==> config.mk <==
export PLATFORM = sky130hd
export DESIGN_NAME = mac_tx_flat
export DESIGN_NICKNAME = d
export VERILOG_FILES = /design/src/rtl/mac_tx_if.sv /design/src/rtl/mac_tx.sv /design/src/flat_wrapper.sv
export SDC_FILE = /design/constraint.sdc
export NUM_CORES = 1
export LEC_CHECK = 0
export ABC_CLOCK_PERIOD_IN_PS = 8000
export CAP_MARGIN = 25
export CORE_MARGIN = 1.5
export CORE_UTILIZATION = 45
export CTS_CLUSTER_SIZE = 20
export DETAILED_ROUTE_END_ITERATION = 8
export PLACE_DENSITY = 0.72
export REMOVE_ABC_BUFFERS = 1
export SYNTH_ARGS = -nofsm -noshare
export SYNTH_HDL_FRONTEND = slang
export SYNTH_SLANG_ARGS = --single-unit
==> constraint.sdc <==
create_clock -name in_clk -period 8 [get_ports in_clk]
set_clock_uncertainty 0.15 [all_clocks]
set_input_delay 2 -clock in_clk [delete_from_list [all_inputs] [get_ports in_clk]]
set_output_delay 2 -clock in_clk [all_outputs]
set_load 0.005 [all_outputs]
==> src/rtl/mac_tx_if.sv <==
// ---------------------------------------------------------------------------
// mac_tx_if : host-side byte stream into the transmit MAC framer.
//
// Signals
//   in_valid   host byte valid
//   in_data    host byte (dest MAC through end of payload)
//   in_last    final byte of the frame, qualified by in_valid
//   out_ready  MAC accepts in_data this cycle (transfer = in_valid & out_ready)
//
// Modports
//   master : host / byte source
//   slave  : mac_tx
// ---------------------------------------------------------------------------
interface mac_tx_if;
   logic       in_valid;
   logic [7:0] in_data;
   logic       in_last;
   logic       out_ready;

   modport master (output in_valid, output in_data, output in_last, input out_ready);
   modport slave  (input in_valid, input in_data, input in_last, output out_ready);
endinterface

==> src/rtl/mac_tx.sv <==
// ---------------------------------------------------------------------------
// mac_tx : transmit MAC framer feeding an 8-bit PHY transmit interface.
//
// Adds preamble and SFD in front of the host bytes, zero-pads short frames
// up to MIN_PAYLOAD, appends the IEEE 802.3 CRC-32 FCS (LSB first) and holds
// txen low for IFG_BYTES cycles after every frame or abort. One byte per
// in_clk cycle.
//
// Ports
//   in_clk          byte clock (PHY transmit clock)
//   in_rst          asynchronous active-high reset
//   host            mac_tx_if.slave : in_valid/in_data/in_last in, out_ready out
//   out_txen        registered transmit enable to PHY
//   out_txd         registered transmit data to PHY (0x00 whenever txen is low)
//   out_busy        high in every state except IDLE
//   out_frame_done  one-cycle pulse on the first IFG cycle after a full FCS
//   out_underrun    one-cycle pulse when in_valid drops mid-frame (frame aborted)
// ---------------------------------------------------------------------------
module mac_tx #(
   parameter int MIN_PAYLOAD    = 60,
   parameter int IFG_BYTES      = 12,
   parameter int PREAMBLE_BYTES = 7
) (
   input  logic       in_clk,
   input  logic       in_rst,
   mac_tx_if.slave    host,
   output logic       out_txen,
   output logic [7:0] out_txd,
   output logic       out_busy,
   output logic       out_frame_done,
   output logic       out_underrun
);

   localparam logic [10:0] MIN_CNT = 11'(MIN_PAYLOAD);
   localparam logic [7:0]  IFG_CNT = 8'(IFG_BYTES);
   localparam logic [3:0]  PRE_CNT = 4'(PREAMBLE_BYTES);

   typedef enum logic [2:0] {
      S_IDLE,
      S_PREAMBLE,
      S_SFD,
      S_DATA,
      S_PAD,
      S_FCS,
      S_IFG
   } state_t;

   state_t      r_state;
   logic        r_txen;
   logic [7:0]  r_txd;
   logic [31:0] r_crc;
   logic [10:0] r_cnt;
   logic [3:0]  r_pre_cnt;
   logic [2:0]  r_fcs_idx;
   logic [7:0]  r_ifg_cnt;
   logic        r_frame_done;
   logic        r_underrun;

   logic [10:0] w_cnt_inc;

   // Reflected CRC-32 (poly 0xEDB88320), one byte per call, LSB of the byte first.
   function automatic logic [31:0] crc_byte(input logic [31:0] crc, input logic [7:0] d);
      logic [31:0] c;
      c = crc;
      for (int b = 0; b < 8; b++) begin
         if (c[0] ^ d[b])
            c = (c >> 1) ^ 32'hEDB88320;
         else
            c = c >> 1;
      end
      return c;
   endfunction

   // FCS is the complemented CRC register, sent least-significant byte first.
   function automatic logic [7:0] fcs_byte(input logic [31:0] crc, input logic [1:0] idx);
      logic [31:0] f;
      f = ~crc;
      case (idx)
         2'd0:    return f[7:0];
         2'd1:    return f[15:8];
         2'd2:    return f[23:16];
         default: return f[31:24];
      endcase
   endfunction

   // Byte count saturates instead of wrapping on jumbo frames.
   assign w_cnt_inc = (r_cnt == 11'h7FF) ? r_cnt : r_cnt + 11'd1;

   assign host.out_ready = (r_state == S_SFD) || (r_state == S_DATA);
   assign out_busy       = (r_state != S_IDLE);
   assign out_txen       = r_txen;
   assign out_txd        = r_txd;
   assign out_frame_done = r_frame_done;
   assign out_underrun   = r_underrun;

   always_ff @(posedge in_clk or posedge in_rst) begin
      if (in_rst) begin
         r_state      <= S_IDLE;
         r_txen       <= 1'b0;
         r_txd        <= 8'h00;
         r_crc        <= 32'hFFFFFFFF;
         r_cnt        <= 11'd0;
         r_pre_cnt    <= 4'd0;
         r_fcs_idx    <= 3'd0;
         r_ifg_cnt    <= 8'd0;
         r_frame_done <= 1'b0;
         r_underrun   <= 1'b0;
      end else begin
         r_frame_done <= 1'b0;
         r_underrun   <= 1'b0;
         case (r_state)
            S_IDLE: begin
               // Host byte is only sensed here; it is consumed later in SFD/DATA.
               if (host.in_valid) begin
                  r_state   <= S_PREAMBLE;
                  r_txen    <= 1'b1;
                  r_txd     <= 8'h55;
                  r_pre_cnt <= 4'd1;
                  r_crc     <= 32'hFFFFFFFF;
                  r_cnt     <= 11'd0;
                  r_fcs_idx <= 3'd0;
               end
            end
            S_PREAMBLE: begin
               if (r_pre_cnt >= PRE_CNT) begin
                  r_state <= S_SFD;
                  r_txd   <= 8'hD5;
               end else begin
                  r_pre_cnt <= r_pre_cnt + 4'd1;
                  r_txd     <= 8'h55;
               end
            end
            S_SFD, S_DATA: begin
               if (host.in_valid) begin
                  r_txd <= host.in_data;
                  r_crc <= crc_byte(r_crc, host.in_data);
                  r_cnt <= w_cnt_inc;
                  if (host.in_last) begin
                     if (w_cnt_inc < MIN_CNT) begin
                        r_state <= S_PAD;
                     end else begin
                        r_state   <= S_FCS;
                        r_fcs_idx <= 3'd0;
                     end
                  end else begin
                     r_state <= S_DATA;
                  end
               end else begin
                  // Host starved us mid-frame: drop the frame without an FCS.
                  r_state    <= S_IFG;
                  r_txen     <= 1'b0;
                  r_txd      <= 8'h00;
                  r_underrun <= 1'b1;
                  r_ifg_cnt  <= 8'd1;
               end
            end
            S_PAD: begin
               r_txd <= 8'h00;
               r_crc <= crc_byte(r_crc, 8'h00);
               r_cnt <= w_cnt_inc;
               if (w_cnt_inc >= MIN_CNT) begin
                  r_state   <= S_FCS;
                  r_fcs_idx <= 3'd0;
               end
            end
            S_FCS: begin
               // Indices 0..3 put the FCS bytes on the wire; index 4 closes the frame.
               if (r_fcs_idx == 3'd4) begin
                  r_state      <= S_IFG;
                  r_txen       <= 1'b0;
                  r_txd        <= 8'h00;
                  r_frame_done <= 1'b1;
                  r_ifg_cnt    <= 8'd1;
               end else begin
                  r_txd     <= fcs_byte(r_crc, r_fcs_idx[1:0]);
                  r_fcs_idx <= r_fcs_idx + 3'd1;
               end
            end
            S_IFG: begin
               if (r_ifg_cnt >= IFG_CNT)
                  r_state <= S_IDLE;
               else
                  r_ifg_cnt <= r_ifg_cnt + 8'd1;
            end
            default: begin
               r_state <= S_IDLE;
               r_txen  <= 1'b0;
               r_txd   <= 8'h00;
            end
         endcase
      end
   end

endmodule

==> src/flat_wrapper.sv <==
// flat-port wrapper written by rule: the top's interface ports become plain ports
module mac_tx_flat 
#(
   parameter int MIN_PAYLOAD    = 60,
   parameter int IFG_BYTES      = 12,
   parameter int PREAMBLE_BYTES = 7
)
  (in_clk, in_rst, out_txen, out_txd, out_busy, out_frame_done, out_underrun, host_in_valid, host_in_data, host_in_last, host_out_ready);
  mac_tx_if host_i ();
  input  logic in_clk;
  input  logic in_rst;
  output logic out_txen;
  output logic [7:0] out_txd;
  output logic out_busy;
  output logic out_frame_done;
  output logic out_underrun;
  input wire logic [$bits(host_i.in_valid)-1:0] host_in_valid;
  input wire logic [$bits(host_i.in_data)-1:0] host_in_data;
  input wire logic [$bits(host_i.in_last)-1:0] host_in_last;
  output wire logic [$bits(host_i.out_ready)-1:0] host_out_ready;
  assign host_i.in_valid = host_in_valid;
  assign host_i.in_data = host_in_data;
  assign host_i.in_last = host_in_last;
  assign host_out_ready = host_i.out_ready;
  mac_tx #(.MIN_PAYLOAD(MIN_PAYLOAD), .IFG_BYTES(IFG_BYTES), .PREAMBLE_BYTES(PREAMBLE_BYTES)) u_core (.in_clk(in_clk), .in_rst(in_rst), .host(host_i), .out_txen(out_txen), .out_txd(out_txd), .out_busy(out_busy), .out_frame_done(out_frame_done), .out_underrun(out_underrun));
endmodule
==> flow_metrics.tcl, run 1 <==
set metrics [dict create \
    status "finished clean" \
    p_int_mw 1.71 \
    cp-start-kind "flip-flop" \
    min_path_cells 2 \
    fin_total_pwr_mw 3.17 \
    fp.dieW_um 113 \
    path_cells "nand2b_1, inv_1, buf_4, clkdlybuf4s50_1" \
    ir_worst_vdd_mv 0.183 \
    postCtsHoldBufs 0 \
    hold_viol_final 0 \
    hp-class "reg2reg" \
    fin_crit_sh_pct 55.6 \
    synth_cell_types 66 \
    grt_util_all_layers_pct 24.1 \
    rsz0062_at_grt "false" \
    avgSynthCellArea_um2 8.94 \
    postCtsSetupRepairBufs 0 \
    crit_required_ns 5.85 \
    period_needed_ns 4.45 \
    p_comb_share_pct 62.9 \
    seq_area_frac_synth_pct 33.6 \
    htreeDepth 3 \
    fp-row-count 40 \
    dp_hpwl_mm 10.1 \
    switching_power_mw 1.46 \
    cts_made_buffers 9 \
    routed_wl_mm 14.8 \
    synth_ff_type "dfrtp_1" \
    place_ws_ns 3.26 \
    coreArea_mm2 0.0120 \
    num_vias 4602 \
    wl_per_cell_um 19.3 \
    layout-drive-gt1-share_pct 12.2 \
    fp.dieH_um 113 \
    nets 633 \
    area_growth_pct 10.8 \
    diodes 0 \
    max_freq_mhz 225 \
    synth_top_area_share_pct 18.3 \
    clk_latency_ns 0.34 \
    p_seq_share_pct 24.2 \
    clockPowerShare_pct 13.0 \
    cp_max_fo 29 \
    io_pins 25 \
    finalSetupViolations 0 \
    synth.largest_area_cell "dfrtp_1" \
    crit_slowest_cell "dfrtp_1" \
    synth-seq-cells 72 \
    p_sw_share_pct 46.1 \
    clkSinkCount 72 \
    path_class "reg2out" \
    grt_pass1_vias 4456 \
    cts_resized 0 \
    clkTransAtPathRegs_ns 0.06 \
    port-buffer-count 24 \
    cts_tree "done" \
    start_util_pct 45.8 \
    clock_path_buffers 2 \
    synth-async-reset-ratio_pct 100 \
    powerDensity_mw_per_mm2 521 \
    arrival_ns 2.30 \
    grt_pass1_wl_mm 24.2 \
    routabilityCongestion 0.901 \
    ys_top_cells_by_area "dfrtp_1 18%, dfstp_2 15%, xnor2_1 9.9%" \
    drt-initial-drc-count 566 \
    viasPerCell 6.02 \
    p_leak_nw 2.44 \
    worst_path_largest_cell_delay_ns 0.67 \
    setup_tns_ns 0 \
    syn-cell-area_mm2 0.00548 \
    antenna_found_initial 0 \
    drc 0 \
    synth-edff-count 0 \
    cap_viol_max_count 0 \
    fp.dieArea_mm2 0.0129 \
    drtPass1Iterations 5 \
    grt_max_degree 73 \
    overflow 0 \
    worst_pin_slew_ns 0.941 \
    setup_ws_ns 3.55 \
    slew_headroom_pct 37.3 \
    cts_root_buf "clkbuf_16" \
    finalMaxSlewViolations 0 \
    synthCells 613 \
    ant_nets 0 \
    reg2reg_depth 5 \
    end_kind "output pin" \
    ys_warn_count 0 \
]
kinds of logic after synthesis:
logic type,after synthesis,share of synthesized area (%)
AOI/OAI and AO/OA,204,23.6
and+or+nand+nor,150,12.6
xor gates and xnor gates,110,22.6
DFF,72,33.6
buffers and inverters,65,5.04
adders and majority gates,9,2.05
muxes,3,0.548
Yosys cell counts, types with 3 or more instances:
master      n
a2111oi_0   3
a211oi_1    7
a21o_1      4
a21oi_1    57
a221o_1     4
a22oi_1     5
a31oi_1    12
a41oi_1     4
and3_1      4
and4_1      3
buf_1       4
buf_2       8
clkbuf_1   27
dfrtp_1    40
dfstp_2    32
ha_1        9
inv_1      22
mux2i_1     3
nand2_1    59
nand4_1     6
nor2_1     45
nor2b_1    14
nor3_1      5
o211ai_1    3
o21a_1      3
o21ai_0    49
o21ai_1     3
o21bai_1    3
o221ai_1    6
o22a_1      4
o22ai_1    12
o311ai_0    8
xnor2_1    62
xnor2_2     7
xnor2_4     6
xnor3_1     3
xor2_1     26
xor2_2      3
through the flow:
stage | instances | hold WS [ns] | util (%) | cell area (um2)
after floorplan | 570 | 0.307 | - | 5290
after global placement | 748 | 0.329 | 48.3 | 5780
after detailed placement | 748 | 0.347 | 48.3 | 5780
after CTS | 764 | 0.352 | 50.8 | 6080
after global routing | 764 | 0.374 | 50.8 | 6080
final | 764 | 0.352 | 50.8 | 6080
power groups by stage:
stage / clock network (mW) / logic, mW / registers, mW
floorplan: 0 / 1.55 / 0.693
global placement: 0 / 1.93 / 0.759
detailed placement: 0 / 1.96 / 0.762
CTS: 0.413 / 1.98 / 0.758
global route: 0.430 / 2.17 / 0.784
finish: 0.411 / 1.99 / 0.766
worst paths after layout:
check	start	endpoint	slack (ns)
max	u_core.r_state[2]$_DFFE_PP0P_	host_out_ready	3.55
min	u_core.r_crc[9]$_DFFE_PP1P_	u_core.r_crc[9]$_DFFE_PP1P_	0.35
max reg2reg	u_core.r_state[2]$_DFFE_PP0P_	u_core.r_crc[20]$_DFFE_PP1P_	4.57
min reg2reg	u_core.r_crc[9]$_DFFE_PP1P_	u_core.r_crc[9]$_DFFE_PP1P_	0.35
max in group asynchronous	in_rst	u_core.out_txd[1]$_DFFE_PP0P_	4.96
min in group asynchronous	in_rst	u_core.r_ifg_cnt[2]$_DFFE_PP0P_	2.10
per-layer routing:
metal  vias to the layer above  wire length (um)  track usage [%]
met5                         -                 0                0
met4                         0               336             9.00
met3                        23               850             3.93
met2                       158              6830             38.1
met1                      2245              6760             33.3
li1                       2176                 -                -
registers in the layout, summed over array words and instances (netlist names), 3 cells and up:
name	flops
u_core.r_crc	32
u_core.r_pre_cnt	4
u_core.out_txd	8
u_core.r_ifg_cnt	8
u_core.r_fcs_idx	3
u_core.r_state	3
u_core.r_cnt	11
area by class of cell:
cell class / instances / area (um2)
tap: 147 / 184
sequential: 72 / 1840
timing repair buffer: 31 / 293
clock buffer: 10 / 229
fill: 1077 / 5890
multi-input combinational: 476 / 3380
clock inverter: 6 / 68.8
inverter: 22 / 82.6
critical path: cells and delay by family, from the launching register on:
kind                   cells  cell delay, ns
DFF                        1            0.67
buffers and inverters      3            0.97
and+or+nand+nor            1            0.30
layout by cell type (no fill, tap or decap), types with 21 or more instances in the layout:
| cell type | Yosys | routed |
|---|---|---|
| nand2_1 | 59 | 59 |
| xnor2_1 | 62 | 62 |
| nor2_1 | 45 | 45 |
| o21ai_0 | 49 | 49 |
| clkdlybuf4s50_1 | 0 | 24 |
| a21oi_1 | 57 | 57 |
| dfstp_2 | 32 | 32 |
| dfrtp_1 | 40 | 40 |
| inv_1 | 22 | 21 |
| xor2_1 | 26 | 26 |
Power figures use the tool's default switching activity.
==> run 2: changes to the inputs <==
- ABC_CLOCK_PERIOD_IN_PS: 8000 -> 3800
- PLACE_DENSITY: 0.72 -> 0.75
- clock period: 8 -> 3.8 ns (I/O delays scaled with it)
==> run 2 against run 1 <==
Clock-buffer cell count did not move. Non-clock buffer count is 8 higher. First-iteration DRC count shrank 9.9%. Setup slack worse by 3.0 ns. Flip-flop and latch count unchanged. Cell count up 1.0%. Largest cell class unchanged.
==> flow_metrics.tcl, run 2 (synthesis results as in run 1) <==
set metrics [dict create \
    end_kind "flip-flop" \
    cts_resized 0 \
    nets 641 \
    port-buffer-count 24 \
    path_class "in2reg" \
    coreArea_mm2 0.0120 \
    crit_required_ns 3.92 \
    grt_pass1_wl_mm 25.1 \
    place_ws_ns 0.267 \
    cts_root_buf "clkbuf_16" \
    largest_reg_flops 32 \
    fin_cells 772 \
    crit_slowest_cell "clkdlybuf4s50_1" \
    ant_nets 0 \
    cp_max_fo 6 \
    max_freq_mhz 312 \
    finalMaxSlewViolations 0 \
    clk_latency_ns 0.34 \
    fp-row-count 40 \
    fp.dieH_um 113 \
    fp.dieArea_mm2 0.0129 \
    viasPerCell 6.08 \
    r2r_start "u_core.r_state[1]$_DFFE_PP0P_" \
    wl_per_cell_um 19.9 \
    io_pins 25 \
    antenna_found_initial 1 \
    holdPathEnd "u_core.r_crc[21]$_DFFE_PP1P_" \
    drtPass1Iterations 5 \
    critPathBufInv 1 \
    r2r_setup_slack_ns 0.97 \
    p_leak_nw 2.48 \
    grt_util_all_layers_pct 25.2 \
    dp.cells 756 \
    clkTransAtPathRegs_ns 0.06 \
    start_util_pct 45.8 \
    hp-start "u_core.r_crc[21]$_DFFE_PP1P_" \
    period_needed_ns 3.20 \
    grt_pass1_vias 4700 \
    num_vias 4696 \
    layout_commonest_cell "xnor2_1" \
    layout_common_cells "62 x xnor2_1, 59 x nand2_1, 57 x a21oi_1" \
    worst_path_largest_cell_delay_ns 0.60 \
    fin_total_pwr_mw 6.70 \
    layout-drive-gt1-share_pct 13.4 \
    hp-class "reg2reg" \
    cap_viol_max_count 0 \
    setup_ws_ns 0.596 \
    fin_crit_sh_pct 84.3 \
    dp_hpwl_mm 10.7 \
    clkSinkCount 72 \
    cts_tree "done" \
    routabilityCongestion 0.927 \
    routed_wl_mm 15.3 \
    grt_max_degree 43 \
    diodes 0 \
    postCtsSetupRepairBufs 0 \
    status "finished clean" \
    finalSetupViolations 0 \
    arrival_ns 3.33 \
    fp.dieW_um 113 \
    drt-initial-drc-count 510 \
    postCtsHoldBufs 0 \
    reg_top3 "u_core.r_crc x32, u_core.r_cnt x11" \
    htreeDepth 3 \
    worst_pin_slew_ns 0.948 \
    drc 0 \
    slew_headroom_pct 36.4 \
    worst_r2r_endpoint "u_core.r_fcs_idx[2]$_DFFE_PP0P_" \
    reg2reg_depth 7 \
    area_growth_pct 11.7 \
    cp-start-kind "primary input" \
    overflow 0 \
    largest_register "u_core.r_crc" \
    ir_worst_vdd_mv 0.377 \
    hold_viol_final 0 \
    powerDensity_mw_per_mm2 1090 \
    rsz0062_at_grt "false" \
    min_path_cells 2 \
    cts_made_buffers 9 \
    cp_top_family "XOR/XNOR gates" \
    clock_path_buffers 2 \
    path_cells "clkdlybuf4s50_1, xnor2_4, xor2_1, xor3_1, a2111oi_0, o21bai_1, o21ai_1" \
]
## run 2: cell types whose count changed in the layout (fill, tap and decap cells not counted), sizes merged
| cell | delta |
|---|---|
| buf | +8 |
| bufinv | -1 |
| clkinv | +1 |
| clkinvlp | +1 |
| inv | -1 |
## run 2: tightest hold or removal path: stages (launching register included)
cell and delay (ns):
dfstp_2 0.38, nand2_1 0.05, o21ai_1 0.05
## run 2: worst max-delay path by stage
stage | start | end | cells past startpoint
after floorplan | host_in_valid | u_core.r_crc[23]$_DFFE_PP1P_ | 5
after global placement | host_in_data[1] | u_core.r_crc[21]$_DFFE_PP1P_ | 7
after detailed placement | host_in_data[1] | u_core.r_crc[21]$_DFFE_PP1P_ | 7
after CTS | host_in_data[1] | u_core.r_crc[21]$_DFFE_PP1P_ | 7
after global routing | host_in_data[1] | u_core.r_crc[21]$_DFFE_PP1P_ | 7
final | host_in_data[1] | u_core.r_crc[21]$_DFFE_PP1P_ | 7
## run 2: power breakdown
group | total (mW) | internal, mW | switching [mW]
Clock | 0.793 | 0.455 | 0.339
Sequential | 1.59 | 1.13 | 0.458
Combinational | 4.31 | 2.01 | 2.30
## run 2: cell type report
class	instances	area, um2
fillers	1088	5840
inverters	22	82.6
flip-flops and latches	72	1840
repair buffers	39	365
clock inverters	6	35.0
multi-input cells	476	3380
well taps	147	184
clock buffers	10	239
## run 2: metrics by stage
| step | hold slack [ns] | TNS, ns | instance area (um2) | utilization [%] |
|---|---|---|---|---|
| detailed placement | 0.327 | 0 | 5850 | 48.9 |
| finish | 0.334 | 0 | 6120 | 51.2 |
| global placement | 0.329 | 0 | 5850 | 48.9 |
| global route | 0.345 | 0 | 6120 | 51.2 |
| CTS | 0.336 | 0 | 6120 | 51.2 |
| floorplan | 0.307 | -3.57 | 5290 | - |
## run 2: routing by layer
| metal | vias up | global-route usage (%) | part of all wire [%] | routed length (um) |
|---|---|---|---|---|
| met5 | - | 0 | 0.10 | 16 |
| met4 | 2 | 13.3 | 4.1 | 630 |
| met3 | 51 | 4.09 | 6.9 | 1050 |
| met2 | 196 | 40.9 | 47 | 7170 |
| met1 | 2263 | 32.5 | 42 | 6460 |
| li1 | 2184 | - | - | - |
